==> config.mk <==
export PLATFORM = sky130hd
export DESIGN_NAME = commit_trace_buf
export DESIGN_NICKNAME = d
export VERILOG_FILES = /design/src/rtl/commit_trace_buf.sv
export SDC_FILE = /design/constraint.sdc
export NUM_CORES = 1
export LEC_CHECK = 0
export BUFFER_PORTS_ARGS = -buffer_cell sky130_fd_sc_hd__buf_4
export CAP_MARGIN = 10
export CORE_ASPECT_RATIO = 1.25
export CORE_MARGIN = 2
export CORE_UTILIZATION = 50
export DETAILED_ROUTE_END_ITERATION = 10
export HOLD_SLACK_MARGIN = 0.1
export PLACE_DENSITY = 0.66
export SYNTH_ARGS = -nofsm -noshare
export SYNTH_HDL_FRONTEND = slang
export SYNTH_SLANG_ARGS = --single-unit
export TNS_END_PERCENT = 1
==> constraint.sdc <==
create_clock -name clk -period 11.1 [get_ports clk]
set_clock_uncertainty 0.05 [all_clocks]
set_input_delay 0 -clock clk [delete_from_list [all_inputs] [get_ports clk]]
set_output_delay 0 -clock clk [all_outputs]
set_load 0.02 [all_outputs]
==> src/rtl/commit_trace_buf.sv <==
// Commit-stream capture FIFO with sequence stamping and drop accounting.
// Optional COMMIT_TRACE_X0_FILTER_EN discards commits that write x0.
module commit_trace_buf #(
  parameter int DEPTH = 16,
  parameter int SEQ_W = 16
) (
  input  logic                     clk,
  input  logic                     reset,
  input  logic                     commit_valid,
  input  logic [31:0]              commit_pc,
  input  logic [4:0]               commit_rd,
  input  logic [31:0]              commit_data,
  input  logic                     clear,
  output logic                     out_valid,
  input  logic                     out_ready,
  output logic [31:0]              out_pc,
  output logic [4:0]               out_rd,
  output logic [31:0]              out_data,
  output logic [SEQ_W-1:0]         out_seq,
  output logic [$clog2(DEPTH):0]   level,
  output logic [SEQ_W-1:0]         drop_count,
  output logic                     overflow
);

  localparam int AW = $clog2(DEPTH);
  localparam int LW = AW + 1;
  localparam int EW = 32 + 5 + 32 + SEQ_W;
  localparam logic [LW-1:0] FULL = LW'(DEPTH);

  logic [EW-1:0]    mem_q [DEPTH];
  logic [AW-1:0]    wr_ptr_q, wr_ptr_d;
  logic [AW-1:0]    rd_ptr_q, rd_ptr_d;
  logic [LW-1:0]    level_q, level_d;
  logic [SEQ_W-1:0] seq_q, seq_d;
  logic [SEQ_W-1:0] drop_q, drop_d;
  logic             ovf_q, ovf_d;

  logic pass, cand, pop, push, drop, wr_en;
  logic [EW-1:0] head;

  always_comb begin
`ifdef COMMIT_TRACE_X0_FILTER_EN
    pass = (commit_rd != 5'd0);
`else
    pass = 1'b1;
`endif
    cand  = commit_valid & pass;
    pop   = (level_q != '0) & out_ready;
    // A pop in the same cycle frees the slot the push needs.
    push  = cand & ((level_q != FULL) | pop);
    drop  = cand & ~push;
    wr_en = push & ~clear;
  end

  always_comb begin
    wr_ptr_d = wr_ptr_q;
    rd_ptr_d = rd_ptr_q;
    level_d  = level_q;
    seq_d    = seq_q;
    drop_d   = drop_q;
    ovf_d    = ovf_q;
    if (clear) begin
      wr_ptr_d = '0;
      rd_ptr_d = '0;
      level_d  = '0;
      seq_d    = '0;
      drop_d   = '0;
      ovf_d    = 1'b0;
    end else begin
      if (push) wr_ptr_d = wr_ptr_q + 1'b1;
      if (pop)  rd_ptr_d = rd_ptr_q + 1'b1;
      if (cand) seq_d    = seq_q + 1'b1;
      if (push && !pop) level_d = level_q + 1'b1;
      if (pop && !push) level_d = level_q - 1'b1;
      if (drop) begin
        ovf_d = 1'b1;
        if (drop_q != '1) drop_d = drop_q + 1'b1;
      end
    end
  end

  always_ff @(posedge clk or posedge reset) begin
    if (reset) begin
      wr_ptr_q <= '0;
      rd_ptr_q <= '0;
      level_q  <= '0;
      seq_q    <= '0;
      drop_q   <= '0;
      ovf_q    <= 1'b0;
    end else begin
      wr_ptr_q <= wr_ptr_d;
      rd_ptr_q <= rd_ptr_d;
      level_q  <= level_d;
      seq_q    <= seq_d;
      drop_q   <= drop_d;
      ovf_q    <= ovf_d;
    end
  end

  always_ff @(posedge clk) begin
    if (wr_en)
      mem_q[wr_ptr_q] <= {commit_pc, commit_rd, commit_data, seq_q};
  end

  assign head       = mem_q[rd_ptr_q];
  assign out_valid  = (level_q != '0);
  assign out_pc     = head[EW-1 -: 32];
  assign out_rd     = head[SEQ_W+32 +: 5];
  assign out_data   = head[SEQ_W +: 32];
  assign out_seq    = head[SEQ_W-1:0];
  assign level      = level_q;
  assign drop_count = drop_q;
  assign overflow   = ovf_q;

endmodule

==> metrics.md <==
| Metric | Value |
|---|---|
| Status | completed |
| Largest net degree at the start of global routing | 149 |
| Lkg Pwr | 19.37 nW |
| Starting Density | 50.23% |
| # DRC | 0 |
| 1st-iter DRT viols | 2377 |
| Seq/Total Area, Yosys | 78.65% |
| Post-layout net count | 2631 |
| Grt ovf | 0 |
| Rel. slew slack | 16.08% |
| Post-synth top cells | edfxtp_1, mux4_2, clkbuf_1 |
| Vias in the first global route | 25780 |
| Power Density | 197.5 nW/um2 |
| Worst path buffer plus inverter count | 3 |
| Top_reg_cell synth | edfxtp_1 |
| Unique masters post-synth | 42 |
| Crit. End Element | primary output |
| Core ar. | 106300 um2 |
| I/O pin cnt | 182 |
| Hold Path Class | primary input to register |
| Least-Margin Pin Slew | 1259 ps |
| Worst vdd ir | 0.1634 mV |
| Crit Path Max Fanout | 50 |
| CTS clk-pin slew, worst paths | 60 ps |
| Setup WS post-layout | 6258 ps |
| Clock Sinks | 1406 |
| DRT Wirelength | 118000 um |
| Synth top area share | 76.49% |
| Syn. warnings | 0 |
| Clk_lat worst skew | 750 ps |
| Asr flop ratio synth | 3.272% |
| Most Frequent Cell on Critical Path | buf_4 |
| Slowest Stage Delay on Critical Path | 920 ps |
| Total track usage | 22.17% |
| Cell chain of the critical path | buf_4 > buf_4 > mux4_2 > mux4_2 > buf_4 |
| ANT nets after route | 0 |
| Critical path's slowest cell | buf_4 |
| Setup Buffers After CTS | 0 |
| Crit start category | register |
| Max-cap violations | 0 |
| DR vias | 24470 |
| Die height | 369.3 um |
| Worst slack, placed | 6812 ps |
| Mean routed wirelength per cell | 28.86 um |
| Number of synthesized flops with an enable pin | 1360 |
| DRT Pass-1 Iters | 5 |
| Initial antenna violation count | 3 |
| I/O Buffers | 181 |
| Mapped Cells | 2162 |
| Post-synth top area cell | edfxtp_1 |
| First-pass GRT wire length | 173300 um |
| FMAX | 206.5 MHz |
| Largest cells by area after synthesis | edfxtp_1, mux4_2, dfrtp_1 |
| Largest delay contributor family on the critical path | buffers and inverters |
| CTS tree | yes |
| FP Rows | 134 |
| RSZ-0062 raised after global routing | no |
| Avg Cell Area, Syn | 24.69 um2 |
| DIE WIDTH | 296.3 um |
| Crit path time final | 4842 ps |
| CP Data Arrival Time | 4790 ps |
| Post-DP HPWL | 58490 um |
| TritonCTS Buffers | 136 |
| RePlAce Congestion | 0.7182 |
| Die area | 109400 um2 |
| Most common cell in the synthesized netlist | edfxtp_1 |
| Yosys reg bits | 1406 |
| Final TNS setup | 0 ps |
| Final hold vios | 0 |
| Final Cycle Share | 43.62% |
| Share of cells above drive strength 1 | 32.44% |
| Vias per cell | 5.985 |
| Area Growth Syn to Fin | 16.79% |
| Worst Path Required | 11050 ps |
| Mapped Area | 53390 um2 |
| Synthesized net count | 2247 |
| Fin. max-slew vios | 0 |
| Setup violators final | 0 |
| Root buffer cell | clkbuf_16 |
| CTS Buffer Depth | 3 |
| H-tree levels | 4 |
| Type of the worst setup path | register to primary output |
## registers in the layout, indices dropped and copies added, names as in the netlist
signal      cells
drop_count     16
seq_q          16
mem_q        1360
wr_ptr_q        4
rd_ptr_q        4
overflow        1
level           5
## final timing paths
kind | startpoint | end | slack, ps | cells after the start
max | rd_ptr_q[0] | out_seq[9] | 6260 | 5
min | commit_pc[20] | mem_q[15][73] | 140 | 2
max reg2reg | level[0] | mem_q[6][75] | 7140 | 5
min reg2reg | overflow | overflow | 460 | 2
max in group asynchronous | reset | rd_ptr_q[1] | 9570 | 4
min in group asynchronous | reset | drop_count[0] | 620 | 4
## per-layer routing
layer,up-vias,wire length (um),global-route usage (%)
met5,-,0,0
li1,10120,-,-
met3,191,7543,4.019
met1,13280,47580,30.57
met2,876,60360,36.76
met4,0,2482,6.051
## cell type report
| type | count | area, um2 |
|---|---|---|
| inverter | 10 | 37.54 |
| timing repair buffer | 354 | 3025 |
| antenna | 3 | 7.507 |
| multi-input combinational | 638 | 10980 |
| fill | 7495 | 43940 |
| sequential | 1406 | 42010 |
| tap | 1428 | 1787 |
| clock inverter | 81 | 852.1 |
| clock buffer | 168 | 3661 |
## through the flow
step                      area (um2)  power, mW  hold WS, ps  cells  utilization, %
after floorplan                53390      7.230        48.87   2162               -
after global placement         56410      7.747        232.5   3694           53.07
after detailed placement       56410      7.777        248.1   3694           53.07
after CTS                      62350      12.44        102.6   4085           58.65
after global routing           62350      12.73        125.2   4087           58.66
final                          62350      12.32        135.5   4088           58.66
## what timing repair did
action | CTS | global route
hold buffers | 142 | 0
resized for setup | 0 | 0
endpoints found under the hold margin | 1196 | 0
## cells by family (layout without fill, tap and decap cells)
family	after synthesis	count (layout)	share of synthesized area [%]
xor+xnor	32	32	0.5249
other cells	0	3	0
simple gates	137	137	1.324
fa+ha+maj	11	11	0.2718
flops	1406	1406	78.65
buf+inv	118	613	0.8812
compound gates	26	26	0.2836
mux	432	432	18.07
## worst reg2reg max path, delay by kind of cell (launching register included)
kind / cells / cell delay [ps]
flops: 1 / 430
simple gates: 3 / 1640
compound gates: 1 / 320
buf+inv: 1 / 1040
## placed cells by master (no fill, tap or decap), types with 3 or more instances in the layout
cell | Yosys | layout
nor3_1 | 8 | 8
mux2i_1 | 4 | 4
edfxtp_1 | 1360 | 1360
dfrtp_4 | 0 | 4
nor4_1 | 4 | 4
and2_4 | 0 | 12
buf_4 | 0 | 211
clkinv_2 | 0 | 23
clkinvlp_4 | 0 | 9
clkbuf_1 | 61 | 25
nand3_1 | 17 | 17
mux4_2 | 425 | 425
mux2_1 | 3 | 3
bufinv_16 | 0 | 15
a21oi_1 | 10 | 10
inv_6 | 0 | 6
dfrtp_1 | 46 | 42
and3_4 | 0 | 4
clkbuf_16 | 0 | 142
o21ai_1 | 6 | 6
or3_1 | 4 | 4
inv_1 | 9 | 8
ha_1 | 10 | 10
clkinv_1 | 0 | 23
and3_1 | 8 | 4
nand2_1 | 10 | 10
diode_2 | 0 | 3
nor2_1 | 47 | 47
xnor2_1 | 14 | 14
dlygate4sd3_1 | 0 | 142
xor2_1 | 18 | 18
nand4_1 | 13 | 13
## where the power goes
part / total (mW) / switching (mW) / internal (mW)
sequential: 5.92 / 0.0631 / 5.86
clock: 4.65 / 1.94 / 2.71
combinational: 1.75 / 0.849 / 0.897
Power figures use the tool's default switching activity.
